File: src/rtl/dma_xfer_sequencer_if.sv
// ============================================================================
// Module      : dma_xfer_sequencer_if
// Description : Peripheral request/acknowledge and main-RAM word bus of a
//               DMA transfer sequencer.
// Revision    : 1.0 - initial release
// ============================================================================
`default_nettype none

interface dma_xfer_sequencer_if;
    logic        dreq;
    logic        dack;
    logic        memReq;
    logic [23:0] memAddr;
    logic        memAck;

    modport master (
        input  dreq,
        input  memAck,
        output dack,
        output memReq,
        output memAddr
    );

    modport slave (
        output dreq,
        output memAck,
        input  dack,
        input  memReq,
        input  memAddr
    );
endinterface

`default_nettype wire

File: src/rtl/dma_xfer_sequencer.sv
// ============================================================================
// Module      : dma_xfer_sequencer
// Description : Per-channel DMA sequencer issuing word transfers at once or
//               block by block on peripheral request.
// Revision    : 1.0 - initial release
// ============================================================================
`default_nettype none

module dma_xfer_sequencer (
    input  wire logic                   i_clk,
    input  wire logic                   i_nrst,
    input  wire logic                   i_start,
    input  wire logic                   i_abort,
    input  wire logic [23:0]            i_cfgAddr,
    input  wire logic [15:0]            i_cfgBlkSize,
    input  wire logic [15:0]            i_cfgBlkCount,
    input  wire logic [1:0]             i_cfgSync,
    input  wire logic                   i_cfgStep,
    dma_xfer_sequencer_if.master        bus,
    output      logic                   o_busy,
    output      logic                   o_done,
    output      logic                   o_error,
    output      logic [23:0]            o_curAddr,
    output      logic [16:0]            o_remBlocks
);

    typedef enum logic [1:0] {
        S_IDLE     = 2'd0,
        S_WAIT_REQ = 2'd1,
        S_XFER     = 2'd2,
        S_BLK_END  = 2'd3
    } state_t;

    state_t      r_state;
    logic [21:0] r_addr;
    logic [16:0] r_wordCnt;
    logic [16:0] r_blkCnt;
    logic [15:0] r_blkSize;
    logic        r_step;
    logic        r_memReq;
    logic        r_dack;
    logic        r_busy;
    logic        r_done;
    logic        r_error;

    // Zero-valued size/count fields encode 65536.
    logic [16:0] w_size;
    logic [16:0] w_count;
    logic [16:0] w_reload;
    logic        w_unused;

    assign w_size   = {(i_cfgBlkSize == 16'd0), i_cfgBlkSize};
    assign w_count  = {(i_cfgBlkCount == 16'd0), i_cfgBlkCount};
    assign w_reload = {(r_blkSize == 16'd0), r_blkSize};
    assign w_unused = ^i_cfgAddr[1:0];

    always_ff @(posedge i_clk) begin
        if (!i_nrst) begin
            r_state   <= S_IDLE;
            r_addr    <= '0;
            r_wordCnt <= '0;
            r_blkCnt  <= '0;
            r_blkSize <= '0;
            r_step    <= 1'b0;
            r_memReq  <= 1'b0;
            r_dack    <= 1'b0;
            r_busy    <= 1'b0;
            r_done    <= 1'b0;
            r_error   <= 1'b0;
        end else begin
            r_done  <= 1'b0;
            r_error <= 1'b0;
            if (r_state != S_IDLE && i_abort) begin
                // Abort outranks a coincident ack: the address is left as is.
                r_state  <= S_IDLE;
                r_memReq <= 1'b0;
                r_dack   <= 1'b0;
                r_busy   <= 1'b0;
            end else begin
                case (r_state)
                    S_IDLE: begin
                        if (i_start) begin
                            case (i_cfgSync)
                                2'd0: begin
                                    r_addr    <= i_cfgAddr[23:2];
                                    r_blkSize <= i_cfgBlkSize;
                                    r_wordCnt <= w_size;
                                    r_blkCnt  <= 17'd1;
                                    r_step    <= i_cfgStep;
                                    r_state   <= S_XFER;
                                    r_memReq  <= 1'b1;
                                    r_dack    <= 1'b0;
                                    r_busy    <= 1'b1;
                                end
                                2'd1: begin
                                    r_addr    <= i_cfgAddr[23:2];
                                    r_blkSize <= i_cfgBlkSize;
                                    r_wordCnt <= w_size;
                                    r_blkCnt  <= w_count;
                                    r_step    <= i_cfgStep;
                                    r_state   <= S_WAIT_REQ;
                                    r_busy    <= 1'b1;
                                end
                                default: r_error <= 1'b1;
                            endcase
                        end
                    end
                    S_WAIT_REQ: begin
                        // Only sync mode 1 ever reaches this state.
                        if (bus.dreq) begin
                            r_state  <= S_XFER;
                            r_memReq <= 1'b1;
                            r_dack   <= 1'b1;
                        end
                    end
                    S_XFER: begin
                        if (bus.memAck) begin
                            r_addr    <= r_step ? r_addr - 22'd1 : r_addr + 22'd1;
                            r_wordCnt <= r_wordCnt - 17'd1;
                            if (r_wordCnt == 17'd1) begin
                                r_state  <= S_BLK_END;
                                r_memReq <= 1'b0;
                                r_dack   <= 1'b0;
                                r_done   <= (r_blkCnt == 17'd1);
                            end
                        end
                    end
                    S_BLK_END: begin
                        r_blkCnt <= r_blkCnt - 17'd1;
                        if (r_blkCnt == 17'd1) begin
                            r_state <= S_IDLE;
                            r_busy  <= 1'b0;
                        end else begin
                            r_wordCnt <= w_reload;
                            r_state   <= S_WAIT_REQ;
                        end
                    end
                    default: r_state <= S_IDLE;
                endcase
            end
        end
    end

    assign bus.memReq  = r_memReq;
    assign bus.memAddr = {r_addr, 2'b00};
    assign bus.dack    = r_dack;
    assign o_busy      = r_busy;
    assign o_done      = r_done;
    assign o_error     = r_error;
    assign o_curAddr   = {r_addr, 2'b00};
    assign o_remBlocks = r_blkCnt;

endmodule

`default_nettype wire
File: src/flat_wrapper.sv
// flat-port wrapper written by rule: the top's interface ports become plain ports
module dma_xfer_sequencer_flat 
  (i_clk, i_nrst, i_start, i_abort, i_cfgAddr, i_cfgBlkSize, i_cfgBlkCount, i_cfgSync, i_cfgStep, o_busy, o_done, o_error, o_curAddr, o_remBlocks, bus_dreq, bus_memAck, bus_dack, bus_memReq, bus_memAddr);
  dma_xfer_sequencer_if bus_i ();
  input  wire logic i_clk;
  input  wire logic i_nrst;
  input  wire logic i_start;
  input  wire logic i_abort;
  input  wire logic [23:0] i_cfgAddr;
  input  wire logic [15:0] i_cfgBlkSize;
  input  wire logic [15:0] i_cfgBlkCount;
  input  wire logic [1:0] i_cfgSync;
  input  wire logic i_cfgStep;
  output      logic o_busy;
  output      logic o_done;
  output      logic o_error;
  output      logic [23:0] o_curAddr;
  output      logic [16:0] o_remBlocks;
  input wire logic [$bits(bus_i.dreq)-1:0] bus_dreq;
  input wire logic [$bits(bus_i.memAck)-1:0] bus_memAck;
  output wire logic [$bits(bus_i.dack)-1:0] bus_dack;
  output wire logic [$bits(bus_i.memReq)-1:0] bus_memReq;
  output wire logic [$bits(bus_i.memAddr)-1:0] bus_memAddr;
  assign bus_i.dreq = bus_dreq;
  assign bus_i.memAck = bus_memAck;
  assign bus_dack = bus_i.dack;
  assign bus_memReq = bus_i.memReq;
  assign bus_memAddr = bus_i.memAddr;
  dma_xfer_sequencer u_core (.i_clk(i_clk), .i_nrst(i_nrst), .i_start(i_start), .i_abort(i_abort), .i_cfgAddr(i_cfgAddr), .i_cfgBlkSize(i_cfgBlkSize), .i_cfgBlkCount(i_cfgBlkCount), .i_cfgSync(i_cfgSync), .i_cfgStep(i_cfgStep), .bus(bus_i), .o_busy(o_busy), .o_done(o_done), .o_error(o_error), .o_curAddr(o_curAddr), .o_remBlocks(o_remBlocks));
endmodule
File: config.mk
export PLATFORM = sky130hd
export DESIGN_NAME = dma_xfer_sequencer_flat
export DESIGN_NICKNAME = d
export VERILOG_FILES = /design/src/rtl/dma_xfer_sequencer_if.sv /design/src/rtl/dma_xfer_sequencer.sv /design/src/flat_wrapper.sv
export SDC_FILE = /design/constraint.sdc
export NUM_CORES = 1
export LEC_CHECK = 0
export BUFFER_PORTS_ARGS = -buffer_cell sky130_fd_sc_hd__buf_4
export CORE_UTILIZATION = 48
export CTS_BUF_LIST = sky130_fd_sc_hd__clkbuf_16
export CTS_CLUSTER_SIZE = 12
export DETAILED_ROUTE_END_ITERATION = 16
export PLACE_DENSITY = 0.75
export SYNTH_ARGS = -nofsm -noshare
export SYNTH_HDL_FRONTEND = slang
export SYNTH_SLANG_ARGS = --single-unit
File: constraint.sdc
create_clock -name i_clk -period 3.95 [get_ports i_clk]
set_input_delay 0.395 -clock i_clk [delete_from_list [all_inputs] [get_ports i_clk]]
set_output_delay 0.395 -clock i_clk [all_outputs]
set_load 0.02 [all_outputs]
Word-level counts from Yosys, hierarchy flattened
Cells that the tools add are included.
W data, S select, Z words.

operators by class
  reduce and logical (&&, ||, !) cells = 22
  $add $sub $neg = 4
  multiplexer cells = 34
  bitwise operators = 7
  equality and inequality tests = 15

operator list
  kind                     count
  $mux W22                 4
  $mux W17                 5
  $pmux W17 S2             2
  $pmux W17 S3             1
  $logic_not A16 Y1        3
  $pmux W22 S2             1
  $eq A17 B1 Y1 const B    2
  $sub A17 B1 Y17 const B  2
  $add A22 B1 Y22 const B  1
  $sub A22 B1 Y22 const B  1
  $mux W1                  12
  $ne A2 B2 Y1 const B     6
  $reduce_and A4 Y1        3
  $reduce_and A6 Y1        2
  $reduce_and A5 Y1        2
  $mux W2                  4
  $pmux W2 S4              1
  $not A1 Y1               7
  $pmux W1 S3              2
  $reduce_bool A2 Y1       3
  $reduce_bool A3 Y1       2
  $reduce_or A5 Y1         1
  $eq A2 B1 Y1 const B     2
  $eq A2 B2 Y1 const B     2
  other kinds (8)          11

storage, ports and cells
  register bits = 80
  output and inout port bits = 70
  word-level logic and storage cells = 93

Logic depth before layout (Yosys ltp)
  depth after elaboration = 5
  gate-level depth with buffers = 11

Worst setup path before layout
OpenSTA, ideal clock, no wires.

  path kind = reg2reg
  from = register u_core.r_step
  to = register u_core.r_addr[18]
  required time = 3.864 ns
  library setup time = 0.086 ns
  path buffers = 0
  clock period less this slack = 2.731 ns
  cell stages (with the launch flop) = 9
  data arrival time = 2.645 ns
  path slack = 1.219 ns
  cell sequence = dfxtp_1 -> ha_1 -> a21o_1 -> a221oi_2 -> and3b_1 -> nor2_1 -> a2111oi_1 -> xor2_1 -> a211oi_1

on the way
  longest elaborated chain between the ends = 3

RTL lines
  item                    line                       source
  start, declared         dma_xfer_sequencer.sv:39   logic r_step;
  start signal, assigned  dma_xfer_sequencer.sv:89   r_step <= i_cfgStep;
  start signal, assigned  dma_xfer_sequencer.sv:100  r_step <= i_cfgStep;
  $mux W22                dma_xfer_sequencer.sv:118  r_addr <= r_step ? r_addr - 22'd1 : r_addr + 22'd1;
  $mux W22                dma_xfer_sequencer.sv:117  if (bus.memAck) begin
  $pmux W22 S2            dma_xfer_sequencer.sv:80   case (r_state)
  end signal, assigned    dma_xfer_sequencer.sv:85   r_addr <= i_cfgAddr[23:2];
  end signal, assigned    dma_xfer_sequencer.sv:96   r_addr <= i_cfgAddr[23:2];
  end signal, assigned    dma_xfer_sequencer.sv:118
  end, declared           dma_xfer_sequencer.sv:35   logic [21:0] r_addr;

Every way passes these cells. The select of a mux whose other input is x is not followed.
A chain may end at the register's enable or synchronous reset.

Worst setup path after layout
  from = register u_core.r_state[0]
  to = register u_core.r_wordCnt[4]

on the way
  longest elaborated chain between the ends = 4
  elaborated cells on any way between the ends = 13

RTL lines
  item                                                       line                       source
  start, declared                                            dma_xfer_sequencer.sv:34   state_t r_state;
  start signal, assigned                                     dma_xfer_sequencer.sv:59   r_state <= S_IDLE;
  start signal, assigned                                     dma_xfer_sequencer.sv:75   r_state <= S_IDLE;
  start signal, assigned                                     dma_xfer_sequencer.sv:90   r_state <= S_XFER;
  branches (longest 4 deep; another with $reduce_and A6 Y1)  -
  end signal, assigned                                       dma_xfer_sequencer.sv:87   r_wordCnt <= w_size;
  end signal, assigned                                       dma_xfer_sequencer.sv:98   r_wordCnt <= w_size;
  end signal, assigned                                       dma_xfer_sequencer.sv:119  r_wordCnt <= r_wordCnt - 17'd1;
  end, declared                                              dma_xfer_sequencer.sv:36   logic [16:0] r_wordCnt;

Several ways; the timed one is not identified.

==> metrics.cfg <==
[clock_tree]
clk_pin_slew_ns = 0.06
ctsHoldBuffers = 0
root_buffer = clkbuf_16
cts.repair.resized = 0
cts_buffer_depth = 2
clock-sinks = 80
worstSkewPairLatency_ns = 0.34
cts_setup_buffers = 0
htreeDepth = 3
cts_buffers = 9
cts_tree = yes

[timing]
setup_tns_ns = 0
fin_skew_ns = 0.00605
rsz0062_at_grt = no
setup_ws_ns = 0.825
finalSetupViolCount = 0
hold_ws_ns = 0.316
finalCriticalPeriod_ns = 3.13
post-route-period-util_pct = 79.1
maxSlewViolCount = 0
max_freq_mhz = 320
worstMarginPinSlew_ns = 1.22
hold_viol = 0
slew_headroom_pct = 18.4

[synth]
ys_ff_latch = 80
syn_area_per_cell_um2 = 7.40
ys_types = 67
synth-main-ff-cell = dfxtp_1
netlist_area_um2 = 5540
ys_async_sr_fraction_pct = 0
yosysSeqAreaShare_pct = 28.9
synth_cells = 749
synth_edf_count = 0
yosysWarnings = 0

[power]
ir_drop_uv = 355
p_per_area_nw_per_um2 = 542
leakagePower_nw = 2.84

[layout]
antennaDiodeCount = 0
area_growth_pct = 21.2
final_area_um2 = 6720
drive_gt1_share_pct = 19.5
layout.nets = 934
fillers = 1006

[grt]
grt_pass1_wl_um = 25700
grt_antenna_before_repair = 0
grt_max_degree = 50
grt_pass1_vias = 5379
track_usage_pct = 27.2
grt_overflow_total = 0

[detailed_routing]
wl_per_cell_um = 16.2
highest_layer = met4
drtPass1Iterations = 5
wl_met2_um = 7890
wl_met1_um = 6840
routed_wl_um = 16000
drtIter0Drc = 452
drc_errors = 0
drtAntennaViolNets = 0
vias_per_cell = 6.01
vias = 5917
routed-wl-met3_um = 989

[floorplan]
io_pins = 135
start_util_pct = 50.3
rows = 38
die_height_um = 109
coreArea_um2 = 11000
die_area_um2 = 12000
die_x_um = 109

[setup_path]
end_kind = flip-flop
critical_path.endpoint = u_core.r_wordCnt[4]
reg2regPathDepth = 9
start_kind = flip-flop
timing.rr.start = u_core.r_state[0]
rr_endpoint = u_core.r_wordCnt[4]
crit_fanout = 19
cp.arrival_ns = 3.34
rrSetupSlack_ns = 0.82
worstSetupPathType = reg -> reg
required_ns = 4.17
cp-startpoint = u_core.r_state[0]

[status]
status = completed

[placed_design]
dpl_worst_slack_ns = 0.847
place_hpwl_um = 11600
portBuffers = 128
dpl_cell_area_um2 = 6430
gp_congestion = 0.882

[worst_hold_path]
min_path_cells = 3
hp-class = in -> reg

[run]
maxCapViolCount = 0

==> synth_stat cells (3+ instances only) <==
master | instances | area, um^2
nand2_1 | 116 | 435
a21oi_1 | 88 | 440
dfxtp_1 | 80 | 1600
nor2_1 | 65 | 244
clkbuf_1 | 31 | 116
ha_1 | 28 | 350
o21ai_0 | 28 | 140
buf_4 | 26 | 195
o21ai_1 | 25 | 125
nand3_1 | 20 | 100
inv_1 | 18 | 67.6
nor3_1 | 17 | 85.1
nor4_1 | 17 | 106
a22oi_1 | 14 | 105
a21o_1 | 13 | 97.6
mux2i_1 | 12 | 120
a211oi_1 | 11 | 82.6
a31oi_1 | 11 | 68.8
nand4_1 | 10 | 62.6
xnor2_1 | 9 | 78.8
xor2_1 | 9 | 78.8
a221oi_1 | 6 | 52.6
and3_1 | 6 | 37.5
nand2b_1 | 6 | 37.5
o31a_1 | 6 | 52.6
o31ai_1 | 6 | 45.0
o211ai_1 | 5 | 37.5
nor2b_1 | 4 | 25.0
o41ai_1 | 4 | 35.0
or3_1 | 4 | 25.0
a22o_1 | 3 | 26.3
buf_1 | 3 | 11.3
nand3b_1 | 3 | 22.5
==> how the worst min path moves through the flow <==
stage	start	to	slack, ns
final	i_cfgBlkSize[7]	u_core.r_blkSize[7]	0.32
after global routing	i_cfgBlkSize[2]	u_core.r_blkSize[2]	0.31
after CTS	i_cfgBlkSize[6]	u_core.r_blkSize[6]	0.31
after detailed placement	u_core.r_blkSize[6]	u_core.r_blkSize[6]	0.47
after global placement	u_core.r_blkSize[9]	u_core.r_blkSize[9]	0.46
after floorplan	u_core.r_blkSize[1]	u_core.r_blkSize[1]	0.45
==> state kept, by name, indices dropped and copies added, names as in the netlist <==
register,flops
u_core.r_step,1
u_core.o_busy,1
u_core.bus.dack,1
u_core.r_wordCnt,17
u_core.r_addr,22
u_core.r_state,2
u_core.o_error,1
u_core.o_done,1
u_core.o_remBlocks,17
u_core.bus.memReq,1
u_core.r_blkSize,16
==> power by group <==
| group | total [mW] | internal, mW | switching, mW |
|---|---|---|---|
| Sequential | 1.12 | 0.947 | 0.169 |
| Combinational | 1.71 | 0.649 | 1.06 |
| Clock | 0.818 | 0.484 | 0.334 |
==> stage by stage <==
step | power [mW] | util (%) | std cells
finish | 3.64 | 60.9 | 985
global route | 3.90 | 60.9 | 985
CTS | 3.65 | 60.9 | 985
detailed placement | 2.82 | 58.3 | 969
global placement | 2.76 | 58.3 | 969
floorplan | 2.36 | - | 752
==> metal layers <==
layer  vias up  track usage (%)
met1      2779             34.2
met3        26             4.80
li1       2890                -
met5         -                0
met4         0             9.14
met2       222             46.9
==> cells by family (layout without fill, tap and decap cells) <==
family	count (synthesis)	count (layout)	share of synthesized area (%)
other	1	4	0.0676
buffers and inverters	81	174	7.52
muxes	12	12	2.17
adders and majority gates	29	29	6.68
DFF	80	80	28.9
AOI/OAI and AO/OA	245	245	28.2
and+or+nand+nor	283	283	23.6
xor gates and xnor gates	18	18	2.84
==> cells in the final DEF, fill, tap and decap left out, drive strengths merged, types with 5 or more instances in the layout <==
| cell type | synthesis | layout |
|---|---|---|
| a211oi | 13 | 13 |
| a21o | 13 | 13 |
| a21oi | 88 | 88 |
| a221oi | 7 | 7 |
| a22oi | 14 | 14 |
| a31oi | 11 | 11 |
| and3 | 6 | 6 |
| buf | 31 | 139 |
| clkbuf | 31 | 9 |
| clkinv | 1 | 5 |
| dfxtp | 80 | 80 |
| ha | 28 | 28 |
| inv | 18 | 19 |
| mux2i | 12 | 12 |
| nand2 | 116 | 116 |
| nand2b | 6 | 6 |
| nand3 | 20 | 20 |
| nand4 | 10 | 10 |
| nor2 | 65 | 65 |
| nor3 | 17 | 17 |
| nor4 | 19 | 19 |
| o211ai | 5 | 5 |
| o21ai | 53 | 53 |
| o31a | 6 | 6 |
| o31ai | 6 | 6 |
| xnor2 | 9 | 9 |
| xor2 | 9 | 9 |
==> layout make-up <==
class | count | area [um^2] | share of cell area (%)
clock buffer | 9 | 225 | 3.35
tap | 140 | 175 | 2.61
clock inverter | 7 | 63.8 | 0.949
inverter | 19 | 71.3 | 1.06
timing repair buffer | 139 | 1040 | 15.5
sequential | 80 | 1600 | 23.8
multi-input combinational | 591 | 3540 | 52.7
==> critical path, cell delays in order (launching register included) <==
cell and delay, ns:
dfxtp_1 0.38, inv_1 0.08, ha_1 0.33, buf_4 0.26, nor2_1 0.94, nor2_1 0.16
o2111ai_2 0.52, nor2_1 0.11, a21oi_1 0.16, nor2_1 0.05
Note: power is estimated with default switching activity, not from simulation.
